===== config.mk =====
export PLATFORM = sky130hd
export DESIGN_NAME = univ_shift_reg
export DESIGN_NICKNAME = d
export VERILOG_FILES = /design/src/rtl/univ_shift_pkg.sv /design/src/rtl/univ_shift_reg.sv
export SDC_FILE = /design/constraint.sdc
export NUM_CORES = 1
export LEC_CHECK = 0
export BUFFER_PORTS_ARGS = -buffer_cell sky130_fd_sc_hd__clkbuf_2
export CAP_MARGIN = 0
export CORE_MARGIN = 2
export CORE_UTILIZATION = 40
export DETAILED_ROUTE_END_ITERATION = 10
export PLACE_DENSITY_LB_ADDON = 0.15
export SKIP_CTS_REPAIR_TIMING = 1
export SYNTH_ARGS = -nofsm -noshare
export SYNTH_HDL_FRONTEND = slang
export SYNTH_SLANG_ARGS = --single-unit

===== constraint.sdc =====
create_clock -name clk -period 1.6 [get_ports clk]
set_input_delay 0.16 -clock clk [delete_from_list [all_inputs] [get_ports clk]]
set_output_delay 0.16 -clock clk [all_outputs]
set_load 0.02 [all_outputs]

===== src/rtl/univ_shift_pkg.sv =====
// Shared encodings for the universal shift register: command modes and burst FSM states.
package univ_shift_pkg;

   localparam logic [2:0] MODE_HOLD = 3'b000;
   localparam logic [2:0] MODE_LOAD = 3'b001;
   localparam logic [2:0] MODE_SHL  = 3'b010;
   localparam logic [2:0] MODE_SHR  = 3'b011;
   localparam logic [2:0] MODE_ROTL = 3'b100;
   localparam logic [2:0] MODE_ROTR = 3'b101;
   localparam logic [2:0] MODE_TX   = 3'b110;
   localparam logic [2:0] MODE_RX   = 3'b111;

   typedef enum logic [1:0] {
      ST_IDLE = 2'b00,
      ST_TX   = 2'b01,
      ST_RX   = 2'b10
   } state_e;

endpackage


===== src/rtl/univ_shift_reg.sv =====
// Universal register: hold/load/shift/rotate plus self-timed serial transmit and receive bursts.
module univ_shift_reg
   import univ_shift_pkg::*;
#(
   parameter int unsigned          WIDTH     = 7,
   parameter logic [WIDTH-1:0]     RESET_VAL = '0
) (
   input  logic             clk,
   input  logic             reset,
   input  logic             en,
   input  logic [2:0]       mode,
   input  logic [WIDTH-1:0] d,
   input  logic             sin,
   output logic [WIDTH-1:0] q,
   output logic             sout,
   output logic             busy,
   output logic             done
);

   localparam int unsigned          CntW    = (WIDTH < 2) ? 1 : $clog2(WIDTH);
   localparam logic [CntW-1:0]      CntLast = CntW'(WIDTH - 1);

   if (WIDTH < 2) begin : g_width_check
      $error("univ_shift_reg: WIDTH must be at least 2");
   end

   state_e          state_q, state_d;
   logic [WIDTH-1:0] q_q, q_d;
   logic [CntW-1:0]  cnt_q, cnt_d;
   logic             done_q, done_d;

   always_comb begin
      state_d = state_q;
      q_d     = q_q;
      cnt_d   = cnt_q;
      done_d  = 1'b0;
      unique case (state_q)
         ST_IDLE: begin
            if (en) begin
               case (mode)
                  MODE_LOAD: q_d = d;
                  MODE_SHL:  q_d = {q_q[WIDTH-2:0], sin};
                  MODE_SHR:  q_d = {sin, q_q[WIDTH-1:1]};
                  MODE_ROTL: q_d = {q_q[WIDTH-2:0], q_q[WIDTH-1]};
                  MODE_ROTR: q_d = {q_q[0], q_q[WIDTH-1:1]};
                  MODE_TX: begin
                     q_d     = d;
                     cnt_d   = '0;
                     state_d = ST_TX;
                  end
                  MODE_RX: begin
                     cnt_d   = '0;
                     state_d = ST_RX;
                  end
                  default: q_d = q_q;
               endcase
            end
         end
         ST_TX, ST_RX: begin
            // TX drains zeros in behind the outgoing LSB; RX fills from the top.
            q_d   = {(state_q == ST_RX) ? sin : 1'b0, q_q[WIDTH-1:1]};
            cnt_d = cnt_q + 1'b1;
            if (cnt_q == CntLast) begin
               state_d = ST_IDLE;
               cnt_d   = '0;
               done_d  = 1'b1;
            end
         end
         default: state_d = ST_IDLE;
      endcase
   end

   always_ff @(posedge clk) begin
      if (reset) begin
         state_q <= ST_IDLE;
         q_q     <= RESET_VAL;
         cnt_q   <= '0;
         done_q  <= 1'b0;
      end else begin
         state_q <= state_d;
         q_q     <= q_d;
         cnt_q   <= cnt_d;
         done_q  <= done_d;
      end
   end

   assign q    = q_q;
   assign busy = (state_q != ST_IDLE);
   assign sout = (state_q == ST_TX) ? q_q[0] : 1'b0;
   assign done = done_q;

endmodule


# == After elaboration in Yosys (flattened, before gate mapping) ==
# Index checks and enable logic that the tools add are counted.
# word_totals
register_bits,13
input_bits,14
out_inout_bits,10
# op_classes
n_addsub,1
eq_ne,15
mux,14
bitwise,1
n_reduce_logical,10
# ops
operator,count
$pmux W7 S5,1
$eq A3 B3 Y1 const B,5
$pmux W7 S2,1
$mux W3,3
$reduce_and A3 Y1,3
$pmux W2 S2,2
$reduce_or A2 Y1,4
$mux W7,1
$eq A3 B2 Y1 const B,2
$ne A2 B2 Y1 const B,3
$ne A6 B2 Y1 const B,1
$pmux W3 S2,1
$mux W2,2
$reduce_bool A2 Y1,2
$add A3 B1 Y3 const B,1
$eq A3 B1 Y1 const B,1
$mux W1,3
$ne A3 B1 Y1 const B,1
$eq A2 B1 Y1 const B,1
$eq A2 B2 Y1 const B,1
$logic_not A2 Y1,1
$not A1 Y1,1

# == Depth between registers and ports, before layout ==
# logic_depth
depth_word,5
depth_mapped,6

# == Worst setup path after synthesis ==
# No wires, ideal clock.
# synth_path
path_type,flip-flop to flip-flop
start,reg state_q[0]
end,"reg q_q[0], in the netlist q[0]"
t_arrival_ns,1.437
required_ns,1.512
path_slack_ns,0.075
stages_incl_launch_ff,7
path_buffers,1
path_cell_list,dfxtp_1 -> ha_1 -> nand2b_1 -> o32ai_4 -> buf_6 -> nor2_1 -> a311oi_2
# synth_via
elab_chain_cells,4
word_cells_on_any_way,9
classes_between,4 x eq/ne; 1 x mux; 4 x reduce/logical
# synth_rtl
item,line_no,rtl
start: declaration,univ_shift_reg.sv:27,"state_e state_q, state_d;"
start signal: assignment,univ_shift_reg.sv:80,state_q <= state_d;
$eq A2 B2 Y1 or $eq A2 B1 Y1 (tied branches),univ_shift_reg.sv:37,unique case (state_q)
$reduce_or A2 Y1,univ_shift_reg.sv:37,
$reduce_bool A2 Y1 (no source line),--,
$reduce_and A3 Y1 (no source line),--,
end signal: assignment,univ_shift_reg.sv:81,q_q <= q_d;
end: declaration,univ_shift_reg.sv:28,"logic [WIDTH-1:0] q_q, q_d;"
# Several ways; a longest one is shown, not always the timed one.
# A chain may end at the register's enable or synchronous reset.

# == Worst setup path in the final report ==
# Same ends and word-level chain as after synthesis.

==> metrics.md <==
| Metric | Value |
|---|---|
| Status | `finished, final reports clean` |
| DRC viols | `0` |
| Worst hold path type | `input pin to flop` |
| GRT overflow | `0` |
| Wire per inst | `13.2 um` |
| Die ar. | `~2700 um^2` |
| Fillers | `~240` |
| Cell Area, Synth | `roughly 930 um^2` |
| Fin util | `between 50% and 60%` |
| Worst EP arrival | `approximately 1.7 ns` |
| Reg2reg end | `q[0]` |
| RSZ-0062 raised after global routing | `no` |
| Area leader, netlist | `dfxtp_1` |
| FF-to-FF Start | `state_q[0]` |
| Netlist cell types | `33` |
| Reg2reg setup slack | `around 0.1 ns` |
| # diodes | `0` |
| Top cells by count, synth | `o21ai_0 (14), dfxtp_1 (13), nor2_1 (11)` |
| Final count of hold timing violations | `0` |
| Worst Path Max Fanout | `14` |
| Layout cells sized above 1 | `about a third` |
| Synth area leaders | `dfxtp_1 (28%), o21ai_0 (7.5%), ha_1 (5.4%)` |
| Gr usage total | `between 10% and 20%` |
| Synth-to-Final Area Change | `23.6%` |
| Post-synth ARST share | `0%` |
| Initial antenna violation count | `0` |
| Max VDD drop | `approximately 0.49 mV` |
| Total of max-cap violations | `0` |
| Peak Freq | `around 0.67 GHz` |
| CP endpoint kind | `flop` |
| Startpoint types | `flop` |
| Vias in the first global route | `about 870` |
| Post-synth net total | `130` |
| TritonCTS Buffers | `3` |
| Final slew viol count | `0` |
| Worst slew pin tran | `between 0.3 and 0.4 ns` |
| Chip Height | `between 50 and 60 um` |
| H-tree depth | `1` |
| First-pass GRT wire length | `between 3000 and 4000 um` |
| Critical Path RT | `1.80 ns` |
| Crit share post-route | `93.9%` |
| Clock Skew | `around 0.0090 ns` |
| Pre-Repair DR Iteration Count | `4` |
| Max-Slew Margin vs Limit | `between 70% and 80%` |
| # setup viols final | `0` |
| Min Clock Period, post-route | `about 1.5 ns` |
| Clock Tree Root | `clkbuf_4` |
| HPWL Detailed | `1690 um` |
| Count leader, synth | `o21ai_0` |
| #FFs+latches synth | `13` |
| Seq/Total Area, Yosys | `around 28%` |
| Reg2reg path depth | `6` |
| Seq. cell area | `between 200 and 300 um^2` |
| Area taken by multi-input logic gates | `621 um^2` |
| Predominant post-synthesis flop cell | `dfxtp_1` |
| Leak | `0.000473 uW` |
| Num rows | `17` |
| Clk sinks | `13` |
| TritonCTS clock tree | `yes` |
| Width of the die | `52.2 um` |
| Post-Synthesis Cells | `roughly 110` |
| IO Port Bufs | `23` |
| Hold Path Cell Cnt | `3` |
| DRT iter0 DRCs | `18` |
| IO Count | `24` |
| Core region area | `around 2200 um^2` |
| Nets@finish | `between 150 and 200` |
| Vias | `between 900 and 1k` |
| Power Density | `approximately 1000 nW/um^2` |
| Yosys warns | `0` |
| Mapped Avg Cell Area | `roughly 8.3 um^2` |
| Post-synth top area share | `28.0%` |
| Largest net degree at the start of global routing | `15` |
| Clock Path Buffers | `2` |
| DRT antenna net count | `0` |
| Initial core utilization | `about two fifths` |
| Worst-Skew Late Latency | `0.29 ns` |
| WHS Endpoint | `q[6]` |
| Worst hold slack | `between 0.15 and 0.2 ns` |
| Reg clk slew, reported paths | `roughly 0.09 ns` |
| WL final | `between 2000 and 2500 um` |
| Hold Path Origin | `sin` |
| GP Congestion | `roughly 0.74` |
| Crit Path Category | `flop to flop` |
| Post-synth EDFFs | `0` |
| DR vias/cell | `~5.5` |
## metal layers
| metal | track usage (%) | part of all wire [%] |
|---|---|---|
| met4 | 6.84 | 1.2 |
| met1 | 20.8 | 44 |
| met2 | 33.3 | 51 |
| met5 | 0 | 0 |
| met3 | 5.14 | 4.4 |
## cell usage in the layout (no fill, tap or decap), types with 2 or more instances in the layout
master     n
dfxtp_1   11
a21o_1     6
nand2b_1   3
nor2_1    11
nor3_1     2
dfxtp_2    2
nand3b_1   2
clkbuf_4   3
inv_1      4
nand3_1    4
a311oi_2   3
ha_1       3
clkbuf_2  23
a311oi_1   4
mux2_2     2
a21oi_1    5
nand4b_1   4
buf_4      7
nand2_1    9
mux2i_1    2
o21ai_0   14
## cell type report
class | count | share of cell area [%]
inverters | 4 | 1.31
repair buffers | 31 | 16.4
well taps | 28 | 3.05
clock buffers | 4 | 2.29
flip-flops and latches | 13 | 22.9
multi-input cells | 88 | 54.1
## stage by stage
step	instance area, um^2	worst slack [ns]	TNS (ns)	instances	power (uW)
after floorplan	928	0.0754	0	112	757
final	1150	0.0974	0	168	1150
after CTS	1130	-0.0324	-0.0619	168	1140
after global routing	1150	0.0130	0	168	1240
after global placement	1110	0.0413	0	164	919
after detailed placement	1110	-0.0201	-0.0339	164	927
## kinds of logic (layout without fill, tap and decap cells)
family                     Yosys count  in the layout  synth area share, %
and+or+nand+nor                     42             42                 24.4
muxes                                4              4                 4.58
DFF                                 13             13                 28.0
buffers and inverters               11             39                 6.47
xor gates and xnor gates             1              1                0.944
AOI/OAI and AO/OA                   37             37                 30.2
adders and majority gates            4              4                 5.39
## sequential cells by signal, indices dropped and copies added, names as in the netlist
signal / cells
q: 7
cnt_q: 3
state_q: 2
done: 1
## critical path, stage by stage, from the launching register on
cell and delay [ns]:
dfxtp_2 0.34, ha_1 0.20, nand2b_1 0.17, o32ai_4 0.25
buf_12 0.18, nor2_1 0.05, a311oi_2 0.23
## report_power, final
| part | leakage (uW) | switching, uW | internal [uW] |
|---|---|---|---|
| Clock | 0.0000150 | 113 | 96.9 |
| Combinational | 0.000351 | 284 | 236 |
| Sequential | 0.000107 | 48.5 | 370 |
| Total | 0.000473 | 445 | 703 |
## worst max-delay path by stage
stage / startpoint / end / slack [ns]
5_1_grt: state_q[0] / q[1] / 0.01
4_1_cts: state_q[0] / cnt_q[1] / -0.03
3_3_place_gp: state_q[0] / cnt_q[2] / 0.04
2_1_floorplan: state_q[0] / q[0] / 0.08
3_5_place_dp: state_q[0] / cnt_q[1] / -0.02
6_report: state_q[0] / q[0] / 0.1
Power figures use the tool's default switching activity.
